`src/rtl/four_bit_max_tracker.sv`:
```
// Running-maximum tracker wrapped around an external four-bit magnitude comparator.
// Keeps per-outcome event counters, a sample counter, a result strobe and a sticky flag-error bit.
module four_bit_max_tracker #(
    parameter int CNT_W = 8,
    parameter bit SAT   = 1'b1
) (
    input  logic             clk,
    input  logic             rst_n,
    input  logic             clear,
    input  logic             in_valid,
    input  logic [3:0]       in_data,
    output logic [3:0]       cmp_a,
    output logic [3:0]       cmp_b,
    input  logic             cmp_eq,
    input  logic             cmp_gr,
    input  logic             cmp_lt,
    output logic [3:0]       max_out,
    output logic             max_valid,
    output logic [CNT_W-1:0] cnt_gr,
    output logic [CNT_W-1:0] cnt_eq,
    output logic [CNT_W-1:0] cnt_lt,
    output logic [CNT_W-1:0] sample_cnt,
    output logic             out_valid,
    output logic             flag_err
);

    localparam logic [0:0]       ST_EMPTY = 1'b0;
    localparam logic [0:0]       ST_TRACK = 1'b1;
    localparam logic [CNT_W-1:0] CNT_MAX  = '1;

    logic [0:0]       r_state;
    logic [3:0]       r_max;
    logic [CNT_W-1:0] r_cnt_gr;
    logic [CNT_W-1:0] r_cnt_eq;
    logic [CNT_W-1:0] r_cnt_lt;
    logic [CNT_W-1:0] r_sample_cnt;
    logic             r_out_valid;
    logic             r_flag_err;

    logic [1:0]       w_flag_sum;
    logic             w_flags_onehot;

    // Counter step: hold at all-ones when saturating, otherwise wrap naturally.
    function automatic logic [CNT_W-1:0] bump(input logic [CNT_W-1:0] v);
        if (SAT && (v == CNT_MAX))
            return v;
        return v + CNT_W'(1);
    endfunction

    assign w_flag_sum     = {1'b0, cmp_eq} + {1'b0, cmp_gr} + {1'b0, cmp_lt};
    assign w_flags_onehot = (w_flag_sum == 2'd1);

    // NOTE: reset and clear share one branch, so a sample presented with clear is dropped.
    always_ff @(posedge clk) begin
        if (!rst_n || clear) begin
            r_state      <= ST_EMPTY;
            r_max        <= '0;
            r_cnt_gr     <= '0;
            r_cnt_eq     <= '0;
            r_cnt_lt     <= '0;
            r_sample_cnt <= '0;
            r_out_valid  <= 1'b0;
            r_flag_err   <= 1'b0;
        end else begin
            r_out_valid <= in_valid;
            if (in_valid) begin
                case (r_state)
                    ST_EMPTY: begin
                        r_max        <= in_data;
                        r_sample_cnt <= CNT_W'(1);
                        r_state      <= ST_TRACK;
                    end
                    ST_TRACK: begin
                        r_sample_cnt <= bump(r_sample_cnt);
                        if (!w_flags_onehot) begin
                            r_flag_err <= 1'b1;
                        end else if (cmp_gr) begin
                            r_max    <= in_data;
                            r_cnt_gr <= bump(r_cnt_gr);
                        end else if (cmp_eq) begin
                            r_cnt_eq <= bump(r_cnt_eq);
                        end else begin
                            r_cnt_lt <= bump(r_cnt_lt);
                        end
                    end
                    default: r_state <= ST_EMPTY;
                endcase
            end
        end
    end

    assign cmp_a      = in_data;
    assign cmp_b      = r_max;
    assign max_out    = r_max;
    assign max_valid  = (r_state == ST_TRACK);
    assign cnt_gr     = r_cnt_gr;
    assign cnt_eq     = r_cnt_eq;
    assign cnt_lt     = r_cnt_lt;
    assign sample_cnt = r_sample_cnt;
    assign out_valid  = r_out_valid;
    assign flag_err   = r_flag_err;

endmodule

```
`config.mk`:
```
export PLATFORM = sky130hd
export DESIGN_NAME = four_bit_max_tracker
export DESIGN_NICKNAME = d
export VERILOG_FILES = /design/src/rtl/four_bit_max_tracker.sv
export SDC_FILE = /design/constraint.sdc
export NUM_CORES = 1
export LEC_CHECK = 0
export BUFFER_PORTS_ARGS = -buffer_cell sky130_fd_sc_hd__buf_2
export CAP_MARGIN = 20
export CORE_ASPECT_RATIO = 0.6
export CORE_MARGIN = 2
export CORE_UTILIZATION = 37
export DETAILED_ROUTE_END_ITERATION = 16
export HOLD_SLACK_MARGIN = 0.15
export SETUP_SLACK_MARGIN = 0.02
export SYNTH_ARGS = -nofsm -noshare
export SYNTH_HDL_FRONTEND = slang
export SYNTH_SLANG_ARGS = --single-unit
```
`constraint.sdc`:
```
create_clock -name clk -period 4.4 [get_ports clk]
set_input_delay 0.88 -clock clk [delete_from_list [all_inputs] [get_ports clk]]
set_output_delay 0.88 -clock clk [all_outputs]
set_load 0.02 [all_outputs]
```
==> results of run 1 <==
cells in the final DEF (no fill, tap or decap), drive strengths merged, types with 7 or more instances in the layout:
cell type  netlist  layout
nor2            22      22
nor3             7       7
buf             12      58
nand2           18      18
a21oi           14      14
and3            11      11
mux2i            9       9
nand3           11      11
dfxtp           39      39
o21ai           13      13
flip-flops by register name, summed over array words and instances (netlist names):
register    flops
flag_err        1
sample_cnt      8
cmp_b           4
max_valid       1
cnt_gr          8
out_valid       1
cnt_eq          8
cnt_lt          8
cells by family (layout without fill, tap and decap cells):
logic type / after synthesis / in the layout / synth area share
DFF: 39 / 39 / 0.387
and+or+nand+nor: 103 / 103 / 0.291
adders and majority gates: 5 / 5 / 0.0347
AOI/OAI and AO/OA: 53 / 53 / 0.168
xor gates and xnor gates: 2 / 2 / 0.00868
muxes: 9 / 9 / 0.0446
buffers and inverters: 21 / 67 / 0.0669
critical path: cells and delay by family:
family                     cells  cell delay (ps)
and+or+nand+nor                3             1060
adders and majority gates      1              570
AOI/OAI and AO/OA              1              140
buffers and inverters          1              160
cell type report:
class	instances	area, sq um
repair buffers	58	293
well taps	66	82.6
multi-input cells	172	1100
flip-flops and latches	39	781
fillers	526	2810
clock buffers	6	72.6
inverters	3	11.3
layer usage:
metal  global-route usage  vias to the layer above
li1                     -                      951
met1                0.234                      854
met2                0.241                       42
met3               0.0545                        6
met4               0.0528                        0
met5                    0                        -
stage by stage:
stage	instances	instance area, sq um	setup slack, ps
after floorplan	232	2020	1890
after global placement	338	2270	1590
after detailed placement	338	2270	1530
after CTS	344	2340	1820
after global routing	344	2340	1710
final	344	2340	1820
power by group through the flow:
| stage | Combinational, W | Clock (W) | Sequential [W] |
|---|---|---|---|
| floorplan | 0.0000313 | 0 | 0.000369 |
| global placement | 0.0000446 | 0 | 0.000367 |
| detailed placement | 0.0000454 | 0 | 0.000367 |
| CTS | 0.0000456 | 0.000233 | 0.000359 |
| global route | 0.0000500 | 0.000251 | 0.000359 |
| finish | 0.0000449 | 0.000227 | 0.000359 |
worst max-delay path by stage:
| stage | start | endpoint | slack (ps) | depth (start not counted) |
|---|---|---|---|---|
| floorplan | cmp_eq | cnt_eq[5] | 1890 | 6 |
| global placement | cmp_gr | cnt_lt[6] | 1590 | 6 |
| detailed placement | cmp_gr | cnt_lt[4] | 1530 | 6 |
| CTS | cmp_gr | cnt_lt[4] | 1820 | 6 |
| global route | cmp_gr | cnt_lt[6] | 1710 | 6 |
| finish | cmp_gr | cnt_lt[4] | 1820 | 6 |
==> results, run 1 <==
- After detailed routing, the number of vias per cell comes to around 5.4.
- For this design the ratio of total power to cell area is around 270 mW/mm^2.
- Measured against its own limit, the worst slew margin works out to 0.594.
- The worst reg2reg path endpoint is cnt_lt[4].
- The post-detailed-route wirelength per cell is between 10 and 15 microns.
- After synthesis, the mean cell area works out to roughly 8.7 sq um.
- The cell accounting for the most synthesized area is dfxtp_1.
- The share of total power dissipated in the clock network is 0.360.
- The max-slew violation count is 0.
- The top flip-flop cell by instance count after synthesis is dfxtp_1.
- Ranked by total cell area, the synthesized netlist is headed by dfxtp_1 (39%), mux2i_1 (4.5%), nor2_1 (4.1%).
- The slew at the pin closest to its max-slew limit is 610 ps.
- The startpoint of the lowest-slack hold path is flag_err.
- The mapped cell area is just over 0.002 sq mm.
- The root buffer cell chosen for the clock tree is clkbuf_8.
- The number of maximum-capacitance constraint violations is 0.
- For this design the top-level I/O count stands at 58.
- The worst endpoint data arrival time is around 2800 ps.
- The worst path in the final design needs a cycle of about 2600 ps, including I/O delays and setup.
- Global routing finished with a remaining overflow of 0.
- Setup violations remaining at the end of the flow were counted as 0.
- The share of total power dissipated in combinational logic is 0.071.
- Clock skew on the completed layout was measured at roughly 4 ps.
- In this run the number of H-tree levels came out at 2.
- The number of enable flip-flop cells after synthesis is 0.
- The type of the setup path with the least slack is in2reg.
- Final hold analysis gives a worst-case slack of about 470 ps.
- CTS saw 39 sinks.
- The routed design uses about 300 microns of met3 wire.
- In the detailed route, the total length drawn on met2 is between 1.5 and 2 mm.
- In this run the standard cell core region covers slightly above 0.005 sq mm.
- The chip height is 61.2 microns.
- For this run, the number of Yosys warnings is 0.
- In this design, the stage delay of the slowest critical-path cell is about 570 ps.
- The uppermost layer routed is met4.
- The total track usage is 0.165.
- TritonCTS created 5 clock buffers.
- Counting distinct cell types in the post-synthesis netlist gives roughly 50.
- Measured in cells, the most critical reg-to-reg path has a length of 4.
- No sink is reached through more buffers than the 2 on the longest clock path.
- The number of antenna violations at the first check in global routing came to 0.
- The kind of start point of the critical path is an input port.
- Measured on the finished design, the core utilization comes to 0.455.
- The wire length of the first global-routing pass is approximately 8 mm.
- After detailed routing, the wire length on met1 is 2.53 mm.
- The number of stages on the worst hold path is 2.
- The cell leakage power is about 0.98 nW.
- The clock input transition at the sequential cells of the worst setup and hold paths is approximately 70 ps.
- For this run, design rule violations remaining after detail routing come to 0.
- The final layout net count is slightly below 300.
- For this block, the via count after detailed routing is roughly 1900.
- The upper clock frequency limit is a little under 0.4 GHz.
- The worst hold path terminates at flag_err.
- The critical path goes through buf_2, fa_1, and4b_4, nand2_1, or4_1, a21oi_1.
- The sum of net half-perimeters after detailed placement is 3.52 mm.
- In the finished design, the share of the clock period the worst path needs comes to 0.586.
- The net switching component of the power is 0.000154 W.
- The starting density of the core is 0.392.
- The internal power consumption is between 0.0004 and 0.0005 W.
- In this run the worst path has a maximum fanout of 14.
- The startpoint of the lowest-slack register-to-register path is max_valid.
- The via count of the first global-routing pass is approximately 1600.
- Row generation in the floorplan step produced 20 rows.
- The proportion of synthesized chip area in sequential cells is 0.387.
- The required arrival time at the worst endpoint is 4620 ps.
- The worst setup path is captured at a flop.
- The count of buffers added on input and output ports is 57.
- The number of hold buffers added after CTS was 0.
- The detailed router finished its first iteration with 62 violations.
- The type of the most critical hold path is reg2reg.
- The floorplan step defined a die boundary enclosing between 0.006 and 0.007 sq mm.
- The die outline width is 99.4 microns.
- The most instantiated library cell after synthesis is dfxtp_1.
- The peak supply drop is between 90 and 100 uV.
- The sequential share of power is 0.569.
- After clock tree synthesis, the repair step resized 0 gates.
- In the final layout, the share of cells above drive strength 1 is 0.266.
- By count the netlist is led by dfxtp_1 (39), nor2_1 (22), nand2_1 (18).
- The first-pass iteration count of the detailed router is 4.
- The count of nets left with antenna violations once routing finished came out at 0.
- The number of hold-slack violations in the final timing report was 0.
- In this run, synthesis produced a sequential element count of 39.
- After layout, the design draws a total of roughly 0.00063 W.
- Summed over all layers, the routed wires come to slightly below 5 mm.
- Setup repair after global routing left no endpoint under its margin.
- Relative to the synthesized area, the layout overhead comes to 16.0%.
- The number of nets in the synthesized netlist is roughly 250.
- The routability congestion estimate from global placement is approximately 0.78.
- The TritonCTS clock tree is yes.
- Counting every instance in the synthesized netlist gives ~230.
- The final antenna diode count is 0.
- The final total negative setup slack is 0 ps.
- For flop-to-flop paths, the worst setup slack is around 2500 ps.
- For this run, asynchronously set or reset flops after synthesis account for 0.
- The switching part of the total is 0.244.
- The share of synthesized area in the top cell type comes to 0.387.
- The clock insertion delay at the later pin of the skew report is around 290 ps.
- Entering global routing, the biggest net connects 32 pins.
- The flow ran to the end, and the final reports show no timing, DRC or antenna violations.
- For this design, the slowest cell found on the critical path is fa_1.
- Once the clock tree was built, the setup fixing pass inserted 0 buffers.
Note: power is estimated with default switching activity, not from simulation.
==> run 2, diff against run 1 <==
Settings changed: ABC_AREA set to 1.
Clock period 4.4 ns to 2.3 ns, I/O delays scaled along.
==> results, run 2 <==
- The cell accounting for the most synthesized area is dfxtp_1.
- The number of warning messages in the yosys log is 0 (unchanged).
- The final core utilization was 0.451 (-0.00382).
- The chip height is 62.3 microns (+1.8%).
- The post-route minimum period is between 2000 and 2500 ps.
- In this run the worst hold path is classified as in2reg.
- In this run the critical register-to-register path is captured at cnt_gr[5].
- The clock sink count is 39 (unchanged).
- The final-layout worst hold slack is 408 ps (-57.6 ps).
- The most instantiated library cell after synthesis is nand2_1.
- Setup repair after global routing left no endpoint under its margin.
- The area fraction of the dominant cell type after synthesis is 0.372 (-0.0145).
- TritonCTS built the clock tree.
- The sum of net half-perimeters after detailed placement was 3.69 mm (+4.9%).
- The wire length of the first global-routing pass is 8.41 mm (+7.8%).
- The proportion of synthesized chip area in sequential cells is 0.372 (-0.0145).
- The commonest cells after synthesis are nand2_1 (91), nor2_1 (42), dfxtp_1 (39).
- The total setup buffers inserted after CTS came to 0 (unchanged).
- The setup slack at placement is -1.86 ps (-1530 ps).
- The clock input transition at the sequential cells of the worst setup and hold paths was 80 ps (about the same).
- The upper clock frequency limit is approximately 0.50 GHz.
- The worst endpoint data arrival time is 2200 ps (-600 ps).
- The instance area after placement is 0.00241 sq mm (+6.0%).
- The minimum setup slack in the final design is 292 ps (-1530 ps).
- The worst setup path startpoint is cmp_eq.
- The library cells used most frequently in the layout, excluding fill and tap cells, are nand2_1 (91), buf_2 (57), nor2_1 (42).
- The number of antenna violations at the first check in global routing is 1 (+1).
- The most frequent standard cell in the layout excluding fill and tap cells is nand2_1.
- The flop-to-flop setup slack came to 620 ps (-1850 ps).
- The largest net degree at the start of global routing is 22 (-31%).
- Ranked by total cell area, the synthesized netlist is headed by dfxtp_1 (37%), nand2_1 (16%), nor2_1 (7.5%).
- The peak supply drop is 238 uV (+150%).
- The buffer depth of the longest clock path is 2 (unchanged).
- The max-slew violation count is 0 (unchanged).
- The wire length after detailed routing is 4.98 mm (+2.1%).
- In this run the most critical hold path is launched from in_data[0].
- The slew at the pin closest to its max-slew limit was 694 ps (+84.7 ps).
- The final design instance area without fill came to 0.00249 sq mm (+6.1%).
- The post-detailed-route wirelength per cell is 11.4 microns (-20%).
- The via count of the first global-routing pass came to 1805 (+15%).
- The power density over the cells was 496 mW/mm^2 (+84%).
- The full die area is 0.00631 sq mm (+3.7%).
- The post-route clock period utilization is 0.873.
- The fraction of layout cells with a size suffix above 1 was 0.209 (-0.0569).
- The mapped cell area was 0.00210 sq mm (+3.9%).
- The number of enable flip-flop cells after synthesis is 0 (unchanged).
- The number of design rule violations left after detail routing is 0 (unchanged).
- The type of the setup path with the least slack is in2reg.
- The via count of the routed design is 2039 (+10%).
- The mean instance size in the synthesized netlist is 6.70 sq um (-23%).
- The cell leakage power was 1.17 nW (+20%).
- The core footprint is 0.00552 sq mm (+7.0%).
- The first-pass iteration count of the detailed router is 5 (+1).
- The count of port buffers added during placement is 57 (unchanged).
- The required arrival time at the worst endpoint is 2500 ps (-2120 ps).
- The number of hold-slack violations in the final timing report is 0 (unchanged).
- The final antenna diode count was 0 (unchanged).
- The relative max-transition margin was 0.537 (-0.0570).
- The number of buffers added by the clock tree synthesis step came to 5 (unchanged).
- The number of nets produced by synthesis is 329 (+33%).
- The number of cells upsized or downsized after cts is 0 (unchanged).
- The cell type with the highest occurrence count on the critical path is nand2_1.
- The remaining number of nets flagged by the antenna check after routing is 0 (unchanged).
- The depth of the CTS H-tree is 2 (unchanged).
- The fill cell total of the finished layout is 586 (+11%).
- The clock insertion delay at the later pin of the skew report is 290 ps (about the same).
- The critical-path cell with the highest stage delay is fa_1.
- The count of mapped cells out of synthesis came to 313 (+35%).
- The leftover overflow at the end of global routing came to 0 (unchanged).
- The worst setup path is launched from an input port.
- The post-synthesis async set-or-reset flop share is 0 (unchanged).
- The hold buffer count at CTS came to 0 (unchanged).
- The kind of end point of the critical path is a flop.
- The placement row count is 21 (+5.0%).
- The maximum net fanout on the critical path is 11 (-3).
- The count of final setup violators is 0 (unchanged).
- The flow ran to the end, and the final reports show no timing, DRC or antenna violations.
- The final layout net count is 383 (+30%).
- The number of stages on the worst hold path came to 3 (+1).
- The total track usage is 0.167 (+0.00133).
- The path with the worst hold slack has its endpoint at cmp_b[0].
- From synthesis to final layout, the design area changed by 18.5%.
- The I/O pin count is 58 (unchanged).
- The critical path goes through buf_2, fa_1, inv_1, nor2_4, nand2_1, nor2_1, nand2_1, inv_1, nand3_1, nand2_1, nor2_1.
- The die outline width came to 101 microns (+1.9%).
- The starting density of the core came to 0.380 (-0.0115).
- The delay of the slowest cell on the worst path is 530 ps (-40 ps).
- In the synthesized netlist the dominant register cell turns out to be dfxtp_1.
- The startpoint of the lowest-slack register-to-register path is cnt_gr[0].
- The number of maximum-capacitance constraint violations is 0 (unchanged).
- The post-synthesis cell type count is 24 (-51%).
- The number of DRC markers in iteration 0 is 62 (unchanged).
- The worst clock skew was 6.82 ps (+2.79 ps).
- The root buffer cell chosen for the clock tree is clkbuf_8.
- The number of synthesized register bits is 39 (unchanged).
- The mean number of vias per cell is 4.67 (-13%).
- The number of cell instances on the worst register-to-register path is 8 (+4).
- The routability congestion estimate from global placement is 0.823 (+5.3%).
run 2: changes by cell type after synthesis, moves of 4 or more:
cell / delta
a211oi_1: -5
a21oi_1: +12
and3_1: -10
inv_1: +33
mux2i_1: -9
nand2_1: +73
nor2_1: +20
nor3_1: -6
o211ai_1: -4
o21ai_0: +4
o31ai_1: -5
or4_1: -4
xor2_1: +5
run 2: cell type report:
cell class,count,area (sq um),area share
clock buffer,7,76.3,0.0307
clock inverter,1,5.00,0.00201
inverter,37,139,0.0558
multi-input combinational,225,1100,0.442
sequential,39,781,0.314
tap,69,86.3,0.0347
timing repair buffer,59,300,0.121
run 2: metal layers:
metal | share of wire | GRT usage | up-vias
met1 | 0.54 | 0.250 | 884
met5 | 0.0032 | 0 | -
li1 | - | - | 1085
met3 | 0.074 | 0.0529 | 7
met4 | 0.0090 | 0.0456 | 2
met2 | 0.37 | 0.227 | 61
run 2: how the worst max path moves through the flow:
stage / to / slack [ps] / cells past startpoint
3_5_place_dp: cnt_gr[3] / -2 / 11
6_report: cnt_gr[3] / 290 / 11
2_1_floorplan: cnt_gr[6] / 450 / 11
3_3_place_gp: cnt_gr[3] / 100 / 11
5_1_grt: cnt_gr[3] / 130 / 11
4_1_cts: cnt_gr[3] / 320 / 11
run 2: through the flow:
stage          instances  TNS (ps)  total power [W]
6_report             437         0          0.00123
3_5_place_dp         429     -1.86         0.000803
5_1_grt              437         0          0.00130
2_1_floorplan        313         0         0.000772
4_1_cts              437         0          0.00125
3_3_place_gp         429         0         0.000802
run 2: cells by family (layout without fill, tap and decap cells):
family / Yosys count / count (layout) / share of synthesized area
simple gates: 164 / 164 / 0.339
buf+inv: 49 / 104 / 0.104
compound gates: 47 / 47 / 0.114
flops: 39 / 39 / 0.372
xor+xnor: 9 / 9 / 0.0376
fa+ha+maj: 5 / 5 / 0.0334
run 2: where the power goes:
group / internal [W] / switching (W)
Clock: 0.000213 / 0.000235
Combinational: 0.0000313 / 0.0000690
Sequential: 0.000681 / 0.00000553
run 2: worst max-delay path: cells and delay by family:
kind / cells / cell delay, ps
AND/OR/NAND/NOR: 7 / 790
adder cells (fa/ha/maj): 1 / 530
buffers and inverters: 3 / 410
==> run 3, diff against run 2 <==
==> constraint.sdc (replaced) <==
create_clock -name clk -period 2.3 [get_ports clk]
set_input_delay 0.115 -clock clk [delete_from_list [all_inputs] [get_ports clk]]
set_output_delay 0.115 -clock clk [all_outputs]
set_load 0.02 [all_outputs]
==> results, run 3 (same netlist as run 2, synthesis figures left out) <==
- The remaining number of nets flagged by the antenna check after routing came to 0 (unchanged).
- The slew at the pin closest to its max-slew limit is 739 ps (+44.6 ps).
- The clock insertion delay at the later pin of the skew report is 280 ps (about the same).
- The flop-to-flop setup slack is 600 ps (-20 ps).
- The I/O pin count is 58 (unchanged).
- Setup repair after global routing left no endpoint under its margin.
- The share of total power in combinational logic came to 0.083 (+0.002).
- The worst clock skew is 2.65 ps (-4.17 ps).
- The final total negative setup slack is 0 ps (unchanged).
- STA classifies the critical path startpoint as a flop.
- The setup path with the least slack is of type reg2reg.
- The largest net degree at the start of global routing is 22 (unchanged).
- The post-route minimum period is 1700 ps (-313 ps).
- The number of maximum-capacitance constraint violations is 0 (unchanged).
- The upper clock frequency limit was 0.590 GHz (+18%).
- The placement row count is 21 (unchanged).
- The die outline width came to 101 microns (unchanged).
- The via count of the routed design was 2071 (+1.6%).
- The total track usage is 0.164 (-0.00283).
- In the layout the commonest cells are nand2_1 (91), buf_2 (57), nor2_1 (42).
- The most frequent standard cell in the layout excluding fill and tap cells is nand2_1.
- The total setup buffers inserted after CTS was 0 (unchanged).
- The post-route clock period utilization is 0.737 (-0.136).
- The count of final setup violators is 0 (unchanged).
- The TritonCTS clock tree is yes.
- The clock input transition at the sequential cells of the worst setup and hold paths is 70 ps (about the same).
- In this run the worst hold path is classified as in2reg.
- The depth of the CTS H-tree was 2 (unchanged).
- The core footprint is 0.00552 sq mm (unchanged).
- The fraction of layout cells with a size suffix above 1 is 0.205 (-0.00439).
- The starting density of the core is 0.380 (unchanged).
- The maximum net fanout on the critical path is 11 (unchanged).
- The switching part of the total came to 0.248 (-0.00256).
- The wire length after detailed routing is 4.94 mm (-0.84%).
- The wire length of the first global-routing pass was 8.24 mm (-2.1%).
- The fraction of power consumed by the clock network is 0.360 (-0.003).
- The post-detailed-route wirelength per cell came to 11.2 microns (-1.5%).
- The full die area is 0.00631 sq mm (unchanged).
- The number of DRC markers in iteration 0 is 55 (-11%).
- The chip height was 62.3 microns (unchanged).
- The kind of end point of the critical path is a flop.
- The final antenna diode count came to 0 (unchanged).
- The routability congestion estimate from global placement was 0.829 (+0.64%).
- The cell leakage power came to 1.18 nW (+1.0%).
- The relative max-transition margin came to 0.507 (-0.0298).
- The number of antenna violations at the first check in global routing is 1 (unchanged).
- The peak supply drop is 236 uV (-0.64%).
- The sum of net half-perimeters after detailed placement is 3.61 mm (-2.1%).
- The count of port buffers added during placement is 57 (unchanged).
- The mean number of vias per cell is 4.71 (+0.88%).
- The clock sink count came to 39 (unchanged).
- The via count of the first global-routing pass is 1776 (-1.6%).
- The setup slack at placement is 344 ps (+346 ps).
- The sequential share of power came to 0.556 (about the same).
- The leftover overflow at the end of global routing was 0 (unchanged).
- The number of buffers added by the clock tree synthesis step is 5 (unchanged).
- The first-pass iteration count of the detailed router is 4 (-1).
- The max-slew violation count came to 0 (unchanged).
- The clock root buffer is clkbuf_8.
- The number of hold-slack violations in the final timing report is 0 (unchanged).
- The required arrival time at the worst endpoint came to 2440 ps (-60 ps).
- The net switching component of the power was 0.000306 W (-1.1%).
- From synthesis to final layout, the design area changed by 20.1%.
- The buffer depth of the longest clock path is 2 (unchanged).
- The final layout net count is 386 (+0.78%).
- The flow ran to the end, and the final reports show no timing, DRC or antenna violations.
- The internal power consumption is 0.000928 W (+0.31%).
- The minimum setup slack in the final design was 605 ps (+313 ps).
- The power density over the cells is 490 mW/mm^2 (-1.3%).
- The number of design rule violations left after detail routing is 0 (unchanged).
- The worst endpoint data arrival time is 1840 ps (-360 ps).
==> run 3: path summary, 6_finish.rpt <==
kind,from,endpoint,depth (start not counted)
max,cnt_gr[0],cnt_gr[5],8
min,in_valid,out_valid,3
max reg2reg,cnt_gr[0],cnt_gr[5],8
min reg2reg,flag_err,flag_err,2
==> run 3: power groups by stage <==
| stage | Combinational, W | Sequential, W | Clock, W |
|---|---|---|---|
| 6_report | 0.000103 | 0.000687 | 0.000445 |
| 5_1_grt | 0.000113 | 0.000688 | 0.000501 |
| 4_1_cts | 0.000103 | 0.000687 | 0.000465 |
| 3_5_place_dp | 0.0000981 | 0.000702 | 0 |
| 3_3_place_gp | 0.0000970 | 0.000703 | 0 |
| 2_1_floorplan | 0.0000618 | 0.000710 | 0 |
==> run 3: final cells by class <==
cell class	instances	area, sq um
Fill cell	578	3000
Multi-Input combinational cell	225	1100
Sequential cell	39	781
Timing Repair Buffer	62	333
Inverter	37	139
Tap cell	69	86.3
Clock buffer	7	76.3
Clock inverter	1	5.00
==> run 3: stage by stage <==
stage                     area [sq um]  total power [W]  instances  hold slack [ps]   util
after floorplan                   2100         0.000772        313              250      -
after global placement            2400         0.000800        428              355  0.435
after detailed placement          2400         0.000801        428              360  0.435
after CTS                         2520          0.00126        440              160  0.457
after global routing              2520          0.00130        440              204  0.457
final                             2520          0.00123        440              172  0.457
==> run 3: what timing repair did <==
action                                 4_1_cts  5_1_grt
hold buffers                                 4        0
gates resized for setup                      0        0
endpoints found under the hold margin        4        0
==> run 3: worst max-delay path: stages, from the launching register on <==
cell and delay [ps]:
dfxtp_1 410, ha_1 240, nand2_1 70, nor2_1 150, nand2_1 80, nand2_1 270
inv_1 180, nand2_1 100, a21oi_1 60
==> run 3: per-layer routing <==
layer | GRT usage | up-vias | share of wire
met2 | 0.222 | 63 | 0.38
met5 | 0 | - | 0.0010
met1 | 0.250 | 900 | 0.54
met4 | 0.0405 | 2 | 0.0071
li1 | - | 1100 | -
met3 | 0.0495 | 6 | 0.071
